===== config.mk =====
export PLATFORM = sky130hd
export DESIGN_NAME = calendar_counter
export DESIGN_NICKNAME = d
export VERILOG_FILES = /design/src/rtl/cal_pkg.sv /design/src/rtl/cal_btn_edge.sv /design/src/rtl/calendar_counter.sv
export SDC_FILE = /design/constraint.sdc
export NUM_CORES = 1
export LEC_CHECK = 0
export ABC_AREA = 0
export CAP_MARGIN = 25
export CORE_MARGIN = 2
export CORE_UTILIZATION = 40
export CTS_CLUSTER_DIAMETER = 40
export CTS_CLUSTER_SIZE = 30
export DETAILED_ROUTE_END_ITERATION = 8
export HOLD_SLACK_MARGIN = 0.05
export PLACE_DENSITY = 0.72
export SYNTH_ARGS = -nofsm -noshare
export SYNTH_HDL_FRONTEND = slang
export SYNTH_SLANG_ARGS = --single-unit

===== constraint.sdc =====
create_clock -name clk_1hz -period 3.36 [get_ports clk_1hz]
set_input_delay 0.336 -clock clk_1hz [delete_from_list [all_inputs] [get_ports clk_1hz]]
set_output_delay 0.336 -clock clk_1hz [all_outputs]
set_load 0.02 [all_outputs]

===== src/rtl/cal_pkg.sv =====
// Shared calendar constants and helpers: month numbers, month lengths,
// leap-year rule and binary-to-BCD split for the date display digits.
package cal_pkg;

  localparam logic [3:0] JAN = 4'd1;
  localparam logic [3:0] FEB = 4'd2;
  localparam logic [3:0] MAR = 4'd3;
  localparam logic [3:0] APR = 4'd4;
  localparam logic [3:0] MAY = 4'd5;
  localparam logic [3:0] JUN = 4'd6;
  localparam logic [3:0] JUL = 4'd7;
  localparam logic [3:0] AUG = 4'd8;
  localparam logic [3:0] SEP = 4'd9;
  localparam logic [3:0] OCT = 4'd10;
  localparam logic [3:0] NOV = 4'd11;
  localparam logic [3:0] DEC = 4'd12;

  localparam logic [4:0] DAYS_30  = 5'd30;
  localparam logic [4:0] DAYS_31  = 5'd31;
  localparam logic [4:0] FEB_LEAP = 5'd29;
  localparam logic [4:0] FEB_NORM = 5'd28;

  localparam logic [6:0] YEAR_MAX = 7'd99;

  // Bit positions inside the packed button vector.
  localparam int BTN_DAY_INC = 0;
  localparam int BTN_DAY_DEC = 1;
  localparam int BTN_MON_INC = 2;
  localparam int BTN_MON_DEC = 3;
  localparam int BTN_YR_INC  = 4;
  localparam int BTN_YR_DEC  = 5;
  localparam int BTN_COUNT   = 6;

  typedef enum logic [1:0] {
    ADJ_NONE,
    ADJ_DAY,
    ADJ_MONTH,
    ADJ_YEAR
  } adj_field_e;

  // Only 2000..2099 is representable, so year % 4 is the exact rule.
  function automatic logic is_leap(input logic [6:0] year);
    return (year[1:0] == 2'b00);
  endfunction

  function automatic logic [4:0] days_in_month(input logic [3:0] month, input logic leap);
    logic [4:0] dim;
    case (month)
      APR, JUN, SEP, NOV: dim = DAYS_30;
      FEB:                dim = leap ? FEB_LEAP : FEB_NORM;
      default:            dim = DAYS_31;
    endcase
    return dim;
  endfunction

  function automatic logic [7:0] to_bcd(input logic [6:0] value);
    logic [6:0] tens;
    logic [6:0] ones;
    tens = value / 7'd10;
    ones = value % 7'd10;
    return {tens[3:0], ones[3:0]};
  endfunction

endpackage


===== src/rtl/cal_btn_edge.sv =====
// Rising-edge detector for a vector of button levels. Reset loads the
// current levels so a button held through reset does not register a press.
module cal_btn_edge #(
  parameter int WIDTH = 1
) (
  input  logic             clk,
  input  logic             rst,
  input  logic [WIDTH-1:0] level,
  output logic [WIDTH-1:0] rise
);

  logic [WIDTH-1:0] prev;

  always_ff @(posedge clk) begin
    if (rst) begin
      prev <= level;
    end else begin
      prev <= level;
    end
  end

  assign rise = level & ~prev;

endmodule


===== src/rtl/calendar_counter.sv =====
// Day/month/year calendar advanced on the 23->0 hour rollover, with
// paused push-button adjustment and BCD digit outputs for the display mux.
module calendar_counter
  import cal_pkg::*;
#(
  parameter int INIT_DAY   = 1,
  parameter int INIT_MONTH = 1,
  parameter int INIT_YEAR  = 0
) (
  input  logic       clk_1hz,
  input  logic       date_reset,
  input  logic [4:0] hour_in,
  input  logic       date_pause,
  input  logic       day_inc,
  input  logic       day_dec,
  input  logic       mon_inc,
  input  logic       mon_dec,
  input  logic       yr_inc,
  input  logic       yr_dec,
  output logic [4:0] day_out,
  output logic [3:0] month_out,
  output logic [6:0] year_out,
  output logic       leap_year,
  output logic       midnight_pulse,
  output logic [3:0] day_1s,
  output logic [3:0] day_10s,
  output logic [3:0] mon_1s,
  output logic [3:0] mon_10s,
  output logic [3:0] yr_1s,
  output logic [3:0] yr_10s
);

  logic [4:0]           hour_prev;
  logic [BTN_COUNT-1:0] btn_level;
  logic [BTN_COUNT-1:0] rise;
  logic                 midnight;
  logic [4:0]           dim_cur;
  adj_field_e           adj_sel;
  logic [4:0]           day_n;
  logic [3:0]           month_n;
  logic [6:0]           year_n;
  logic [4:0]           dim_next;
  logic                 advance;

  assign btn_level = {yr_dec, yr_inc, mon_dec, mon_inc, day_dec, day_inc};

  cal_btn_edge #(
    .WIDTH(BTN_COUNT)
  ) u_btn_edge (
    .clk  (clk_1hz),
    .rst  (date_reset),
    .level(btn_level),
    .rise (rise)
  );

  assign leap_year = is_leap(year_out);
  assign dim_cur   = days_in_month(month_out, leap_year);
  assign midnight  = (hour_prev == 5'd23) && (hour_in == 5'd0);

  // A field with any edge claims the cycle, even if its inc and dec cancel.
  always_comb begin
    adj_sel = ADJ_NONE;
    if (date_pause) begin
      if (rise[BTN_YR_INC] || rise[BTN_YR_DEC]) begin
        adj_sel = ADJ_YEAR;
      end else if (rise[BTN_MON_INC] || rise[BTN_MON_DEC]) begin
        adj_sel = ADJ_MONTH;
      end else if (rise[BTN_DAY_INC] || rise[BTN_DAY_DEC]) begin
        adj_sel = ADJ_DAY;
      end
    end
  end

  always_comb begin
    day_n    = day_out;
    month_n  = month_out;
    year_n   = year_out;
    advance  = 1'b0;
    dim_next = DAYS_31;
    case (adj_sel)
      ADJ_YEAR: begin
        if (rise[BTN_YR_INC] && !rise[BTN_YR_DEC]) begin
          year_n = (year_out == YEAR_MAX) ? 7'd0 : year_out + 7'd1;
        end else if (rise[BTN_YR_DEC] && !rise[BTN_YR_INC]) begin
          year_n = (year_out == 7'd0) ? YEAR_MAX : year_out - 7'd1;
        end
      end
      ADJ_MONTH: begin
        if (rise[BTN_MON_INC] && !rise[BTN_MON_DEC]) begin
          month_n = (month_out == DEC) ? JAN : month_out + 4'd1;
        end else if (rise[BTN_MON_DEC] && !rise[BTN_MON_INC]) begin
          month_n = (month_out == JAN) ? DEC : month_out - 4'd1;
        end
      end
      ADJ_DAY: begin
        if (rise[BTN_DAY_INC] && !rise[BTN_DAY_DEC]) begin
          day_n = (day_out >= dim_cur) ? 5'd1 : day_out + 5'd1;
        end else if (rise[BTN_DAY_DEC] && !rise[BTN_DAY_INC]) begin
          day_n = (day_out <= 5'd1) ? dim_cur : day_out - 5'd1;
        end
      end
      default: begin
        if (!date_pause && midnight) begin
          advance = 1'b1;
          if (day_out < dim_cur) begin
            day_n = day_out + 5'd1;
          end else begin
            day_n = 5'd1;
            if (month_out == DEC) begin
              month_n = JAN;
              year_n  = (year_out == YEAR_MAX) ? 7'd0 : year_out + 7'd1;
            end else begin
              month_n = month_out + 4'd1;
            end
          end
        end
      end
    endcase
    // Month/year moves can leave the day past the end of the new month.
    dim_next = days_in_month(month_n, is_leap(year_n));
    if (day_n > dim_next) begin
      day_n = dim_next;
    end
  end

  always_ff @(posedge clk_1hz) begin
    if (date_reset) begin
      day_out        <= 5'(INIT_DAY);
      month_out      <= 4'(INIT_MONTH);
      year_out       <= 7'(INIT_YEAR);
      midnight_pulse <= 1'b0;
      hour_prev      <= hour_in;
    end else begin
      day_out        <= day_n;
      month_out      <= month_n;
      year_out       <= year_n;
      midnight_pulse <= advance;
      hour_prev      <= hour_in;
    end
  end

  assign {day_10s, day_1s} = to_bcd({2'b00, day_out});
  assign {mon_10s, mon_1s} = to_bcd({3'b000, month_out});
  assign {yr_10s, yr_1s}   = to_bcd(year_out);

endmodule


Yosys cells after proc, flatten, opt, wreduce, memory -nomap -nowiden
Index checks and enable logic that the tools add are counted.
W data, S select, Z words.
{"block": "totals", "regBits": 28, "in_bits": 14, "output_inout_bits": 42, "elab_cells": 108}
{"block": "classes", "n_addsub": 6, "n_div": 6, "magnitude_cmp": 4, "eq_ne": 19, "n_mux": 32, "bitwise": 3, "reduce_logical": 31}
{"operator": "$mux W7", "n": 7}
{"operator": "$mux W5", "n": 7}
{"operator": "$mux W4", "n": 6}
{"operator": "$eq A4 B4 Y1 const B", "n": 5}
{"operator": "$eq A4 B3 Y1 const B", "n": 4}
{"operator": "$pmux W7 S2", "n": 1}
{"operator": "$reduce_or A4 Y1", "n": 3}
{"operator": "$pmux W5 S2", "n": 1}
{"operator": "$eq A4 B2 Y1 const B", "n": 2}
{"operator": "$logic_and A1 B1 Y1", "n": 8}
{"operator": "$pmux W2 S2", "n": 2}
{"operator": "$pmux W4 S2", "n": 1}
{"operator": "$add A7 B1 Y7 const B", "n": 1}
{"operator": "$div A4 B4 Y7 const B", "n": 1}
{"operator": "$div A5 B4 Y7 const B", "n": 1}
{"operator": "$div A7 B4 Y7 const B", "n": 1}
{"operator": "$eq A7 B7 Y1 const B", "n": 1}
{"operator": "$logic_not A1 Y1", "n": 7}
{"operator": "$logic_not A7 Y1", "n": 1}
{"operator": "$mod A4 B4 Y7 const B", "n": 1}
{"operator": "$mod A5 B4 Y7 const B", "n": 1}
{"operator": "$mod A7 B4 Y7 const B", "n": 1}
{"operator": "$sub A7 B1 Y7 const B", "n": 1}
{"operator": "$and A6 B6 Y6", "n": 1}
{"operator": "other kinds (24)", "n": 36}

Longest topological paths before layout
Gate-level depths: netlist of run 1.
{"block": "depth", "depth_word": 15, "mapped_depth": 20, "ltp_nobuf": 20}

Hierarchy
From an unflattened synthesis of run 1, not the netlist that was laid out.
{"block": "hier_totals", "hier_cells": 447, "area_unflattened_um2": 3268.1}
{"mod": "calendar_counter", "n_inst": 1, "cells_each": 435, "area_per_inst_um2": 3065.4, "seq_area_each_um2": 440.4}
{"mod": "cal_btn_edge", "n_inst": 1, "cells_each": 12, "area_per_inst_um2": 202.7, "seq_area_each_um2": 120.1}

Worst setup path after synthesis of run 1
No wires, ideal clock.
{"block": "synth_path", "path_type": "flip-flop to flip-flop", "startpoint": "reg year_out[0]", "endpoint": "reg day_out[0]", "setup_ns": 0.120, "arrival_time_ns": 3.722, "t_required_ns": 3.240, "setup_slack_ns": -0.482, "stages_incl_launch_ff": 18, "path_buffers": 1, "synth_period_minus_slack_ns": 3.842, "cell_sequence": "dfxtp_1 -> clkbuf_1 -> inv_1 -> ha_1 -> o21ai_0 -> o21ai_0 -> ha_1 -> nor2b_1 -> o21ai_1 -> nor2_1 -> nand2_1 -> a311o_1 -> or3_1 -> o211a_1 -> ha_1 -> a21oi_1 -> nand4_1 -> o31a_1"}
{"block": "synth_via", "elab_chain_len": 12, "elab_cells_between_ends": 38, "cone_classes": "add/sub: 2; order compare: 3; eq/ne: 6; mux: 23; reduce/logical: 4"}
{"element": "start: declaration", "line_no": "calendar_counter.sv:22", "rtl": "output logic [6:0] year_out,"}
{"element": "start signal: assignment", "line_no": "calendar_counter.sv:130", "rtl": "year_out <= 7'(INIT_YEAR);"}
{"element": "start signal: assignment", "line_no": "calendar_counter.sv:136", "rtl": "year_out <= year_n;"}
{"element": "$logic_not A2 Y1 (*)", "line_no": "cal_pkg.sv:43", "rtl": "return (year[1:0] == 2'b00);"}
{"element": "named net leap_year", "line_no": "calendar_counter.sv:23", "rtl": "output logic leap_year,"}
{"element": "$mux W1 (*)", "line_no": "cal_pkg.sv:50", "rtl": "FEB: dim = leap ? FEB_LEAP : FEB_NORM;"}
{"element": "$pmux W2 S2 (*)", "line_no": "cal_pkg.sv:48", "rtl": "case (month)"}
{"element": "$lt A5 B5 Y1", "line_no": "calendar_counter.sv:105", "rtl": "if (day_out < dim_cur) begin"}
{"element": "$mux W4 or $mux W7 (tied branches)", "line_no": "calendar_counter.sv:105"}
{"element": "$mux W4 or $mux W7 (tied branches)", "line_no": "calendar_counter.sv:103", "rtl": "if (!date_pause && midnight) begin"}
{"element": "$pmux W4 S2 or $pmux W7 S2 (tied branches)", "line_no": "calendar_counter.sv:80", "rtl": "case (adj_sel)"}
{"element": "$eq A4 B3 Y1, or another cell as far along", "line_no": "cal_pkg.sv:48"}
{"element": "$reduce_or A4 Y1 or $mux W1 (tied branches)", "line_no": "cal_pkg.sv:48, cal_pkg.sv:50"}
{"element": "$pmux W2 S2", "line_no": "cal_pkg.sv:48"}
{"element": "$gt A5 B5 Y1", "line_no": "calendar_counter.sv:121", "rtl": "if (day_n > dim_next) begin"}
{"element": "$mux W5 (*)", "line_no": "calendar_counter.sv:121"}
{"element": "end signal: assignment", "line_no": "calendar_counter.sv:128", "rtl": "day_out <= 5'(INIT_DAY);"}
{"element": "end signal: assignment", "line_no": "calendar_counter.sv:134", "rtl": "day_out <= day_n;"}
{"element": "end: declaration", "line_no": "calendar_counter.sv:20", "rtl": "output logic [4:0] day_out,"}
Mark *: on every way through the listed nets, which the timed path passes. The rest lies on a longest branch. The select of a mux whose other input is x is not followed.
A chain may end at the register's enable or synchronous reset.

Final worst setup path of run 1
{"block": "layout_path", "startpoint": "reg month_out[0]", "endpoint": "reg day_out[1]"}
{"block": "layout_via", "elab_chain_len": 12, "elab_cells_between_ends": 42, "cone_classes": "add/sub: 2; order compare: 3; eq/ne: 12; mux: 22; reduce/logical: 3"}
{"element": "start: declaration", "line_no": "calendar_counter.sv:21", "rtl": "output logic [3:0] month_out,"}
{"element": "start signal: assignment", "line_no": "calendar_counter.sv:129", "rtl": "month_out <= 4'(INIT_MONTH);"}
{"element": "start signal: assignment", "line_no": "calendar_counter.sv:135", "rtl": "month_out <= month_n;"}
{"element": "$eq A4 B3 Y1 or $eq A4 B4 Y1 (tied branches)", "line_no": "cal_pkg.sv:48"}
{"element": "$reduce_or A4 Y1", "line_no": "cal_pkg.sv:48"}
{"element": "$pmux W2 S2", "line_no": "cal_pkg.sv:48"}
{"element": "$lt A5 B5 Y1", "line_no": "calendar_counter.sv:105"}
{"element": "$mux W4 or $mux W7 (tied branches)", "line_no": "calendar_counter.sv:105"}
{"element": "$mux W4 or $mux W7 (tied branches)", "line_no": "calendar_counter.sv:103"}
{"element": "$pmux W4 S2 or $pmux W7 S2 (tied branches)", "line_no": "calendar_counter.sv:80"}
{"element": "$eq A4 B3 Y1, or another cell as far along", "line_no": "cal_pkg.sv:48"}
{"element": "$reduce_or A4 Y1 or $mux W1 (tied branches)", "line_no": "cal_pkg.sv:48, cal_pkg.sv:50"}
{"element": "$pmux W2 S2", "line_no": "cal_pkg.sv:48"}
{"element": "$gt A5 B5 Y1", "line_no": "calendar_counter.sv:121"}
{"element": "$mux W5 (*)", "line_no": "calendar_counter.sv:121"}
Mark *: on every way between the ends. The rest lies on a longest branch, timed or not. The select of a mux whose other input is x is not followed.

==> reports/summary.txt, run 1 <==
status - complete, but fails checks
failing checks - setup timing
CP required - 3.57 ns
Critical Path Start Type - flop
Unique masters post-synth - 66
Setup TNS Final - -0.505 ns
Max FO, Critical Path - 4
grt ovf - 0
fraction of the yosys area taken by sequential cells - 0.180
cts bufs inserted - 3
min Tclk post-route - 3.64 ns
DRC violation count after routing - 0
Die Y - 92.2 um
layout overhead on the synthesized area - 46.7%
Worst-Margin Slew - 0.558 ns
DR iter-0 viols - 187
post-synthesis area per instance - 7.14 um2
setup violators final - 2
CTS tree - built
dpl hpwl - 7260 um
layout cells sized above 1 - 0.266
drt first pass iters - 5
Reg clk slew, reported paths - 0.11 ns
setup ws final - -0.280 ns
first-pass GRT wire length - 15400 um
async set-or-reset flop fraction in the synthesized netlist - 0
Fmax - 275 MHz
YS warnings - 0
clk_lat worst skew - 0.28 ns
reg-to-reg slack, setup - -0.28 ns
WL/cell - 14.3 um
Placement Rows - 32
starting density of the core - 0.407
top_reg_cell synth - dfxtp_1
Period Utilization, post-route - 1.08
Antenna diodes - 0
die area - 8500 um2
Synth Area in XOR/XNOR - 0.0225
Yosys reg bits - 28
Hold Crit Class - in -> reg
post-DR vias/cell - 5.53
CP Capture Type - flop
buffers added on ports - 50
vias in the first global route - 3363
Slew Limit Fails - 0
Synth Area in Simple Gates - 0.295
main combinational cell family by area after synthesis - simple AND/OR/NAND/NOR gates
number of synthesized flops with an enable pin - 0
CTS Buffer Depth - 2
gp weighted congestion - 0.924
IO Pins - 56
vias after detailed routing - 3640
peak supply drop - 151 uV
proportion of synthesized area in mux cells - 0.0201
WL final - 9440 um
initial antenna violation count - 0
Adder-Cell Fraction of Synth Area - 0.121
RSZ-0062 raised after global routing - true
# clock sinks - 28
Clock Skew - 0.00179 ns
Rel. slew slack - 0.627
total power - 0.00107 W
crit path kind - reg -> reg
Arrival @ worst endpoint - 3.85 ns
post-synthesis compound-gate area fraction - 0.275
CTS Hold Bufs - 0
final hold vios - 0
number of max-cap violations - 0
pwr dens - 234 nW/um2
H-tree depth - 1
final antenna-violating net count - 0
Gate Count Post-Synth - 436
Total Nets Final - 601
Root Driver - clkbuf_8
Total GRT Usage - 0.217
width of the die - 92.2 um
Leakage - 2.03 nW
post-synthesis cell area - 3110 um2
largest net degree at the start of global routing - 19
Core Area - 7650 um2
[layout by cell type, fill, tap and decap left out, drive strengths merged, types with 3 or more instances in the layout]
| cell | count |
|---|---|
| buf | 94 |
| nand2 | 45 |
| clkdlybuf4s50 | 44 |
| nor2 | 38 |
| ha | 30 |
| a21oi | 29 |
| dfxtp | 28 |
| o21ai | 27 |
| inv | 27 |
| nor3 | 15 |
| nand2b | 15 |
| nor2b | 14 |
| nand3 | 13 |
| and3 | 8 |
| nand4 | 7 |
| a22oi | 6 |
| a31oi | 6 |
| xnor2 | 6 |
| and2 | 5 |
| o211a | 5 |
| conb | 5 |
| clkbuf | 5 |
| mux2i | 4 |
| o211ai | 4 |
| o31ai | 4 |
| o21a | 4 |
| a21o | 4 |
| or3 | 4 |
| a211oi | 3 |
| o22ai | 3 |
| a21boi | 3 |
| nor4 | 3 |
| nand3b | 3 |
| a41oi | 3 |
[cell usage after synthesis (3+ instances only)]
master,instances,area [um2]
a211oi_1,3,22.5
a21boi_0,3,22.5
a21o_1,3,22.5
a21oi_1,29,145
a22oi_1,6,45.0
a31oi_1,6,37.5
a41oi_1,3,26.3
and2_1,5,31.3
and3_1,7,43.8
buf_2,4,20.0
buf_4,9,67.6
clkbuf_1,17,63.8
dfxtp_1,28,561
ha_1,30,375
inv_1,27,101
mux2i_1,4,40.0
nand2_1,43,161
nand2b_1,15,93.8
nand3_1,13,65.1
nand3b_1,3,22.5
nand4_1,7,43.8
nor2_1,38,143
nor2b_1,14,87.6
nor3_1,15,75.1
nor4_1,3,18.8
o211a_1,5,50.1
o211ai_1,4,30.0
o21a_1,3,22.5
o21ai_0,25,125
o22ai_1,3,18.8
o31ai_1,4,30.0
or3_1,4,25.0
xnor2_1,6,52.6
[worst max-delay path, cell delays in order, from the launching register on]
cell	delay [ns]
dfxtp_4	0.41
buf_12	0.12
ha_4	0.12
nor2_1	0.05
o21ai_1	0.14
o21ai_1	0.08
buf_4	0.16
ha_4	0.16
nor2b_4	0.12
o21ai_2	0.08
nor2_2	0.16
nand2_1	0.12
a311o_1	0.37
or3_1	0.37
o211a_1	0.16
ha_4	0.17
inv_2	0.05
a21oi_2	0.06
a21oi_2	0.12
nand4_1	0.19
o21bai_1	0.23
a21oi_1	0.14
[path summary, 6_finish.rpt]
check,cells past startpoint,endpoint,start
max reg2reg,21,day_out[1]$_SDFF_PP0_,month_out[0]$_SDFF_PP1_
max,21,day_out[1]$_SDFF_PP0_,month_out[0]$_SDFF_PP1_
min,1,u_btn_edge.prev[4]$_DFF_P_,yr_inc
min reg2reg,2,year_out[4]$_SDFFE_PP0P_,year_out[4]$_SDFFE_PP0P_
[flip-flops by register name, indices dropped and copies added (netlist names)]
register         count
hour_prev            5
midnight_pulse       1
u_btn_edge.prev      6
month_out            4
year_out             7
day_out              5
[area by class of cell]
class | count | area, um2
Clock buffer | 4 | 66.3
Fill cell | 708 | 3080
Inverter | 27 | 109
Multi-Input combinational cell | 354 | 2480
Sequential cell | 28 | 574
Tap cell | 102 | 128
Timing Repair Buffer | 143 | 1200
[through the flow]
step / instances / setup WS (ns) / instance area [um2] / hold WS (ns) / util
6_report: 658 / -0.280 / 4570 / 0.515 / 0.597
5_1_grt: 658 / -0.425 / 4570 / 0.514 / 0.597
4_1_cts: 653 / -0.255 / 4480 / 0.514 / 0.586
3_5_place_dp: 642 / -0.503 / 4250 / 0.622 / 0.556
3_3_place_gp: 642 / -0.317 / 4250 / 0.619 / 0.556
2_1_floorplan: 440 / 0.0177 / 3180 / 0.364 / -
[metal layers]
metal | part of all wire | routed length [um] | GRT usage
met5 | 0 | 0 | 0
met4 | 0.012 | 116 | 0.0299
met3 | 0.040 | 376 | 0.0148
met2 | 0.52 | 4880 | 0.409
met1 | 0.43 | 4070 | 0.275
[cells by family after synthesis]
kind of cell               after synthesis
AOI/OAI and AO/OA                      125
xor gates and xnor gates                 8
adders and majority gates               30
buffers and inverters                   58
DFF                                     28
muxes                                    6
other                                    1
and+or+nand+nor                        180
[where the power goes]
part           leakage, nW  internal (W)  switching [W]
logic                 1.76      0.000224       0.000234
clock network       0.0339      0.000130       0.000119
registers            0.234      0.000346      0.0000141
total                 2.03      0.000700       0.000367
[what timing repair did]
action / CTS / global route
buffers inserted: 7 / 5
endpoints found under the setup margin: 7 / 8
pin swaps: 15 / 11
endpoints found under the hold margin: 0 / 0
resized for setup: 30 / 17
No activity file was read; power rests on OpenSTA's default activity.
==> run 2, diff against run 1 <==
CAP_MARGIN = unset   (was 25)
==> results of run 2 <==
The final DEF is identical to that of run 1; final timing and power are the same.
==> run 3, diff against run 2 <==
CTS_CLUSTER_DIAMETER = unset   (was 40)
==> results of run 3 <==
The final DEF is identical to that of run 1; final timing and power are the same.
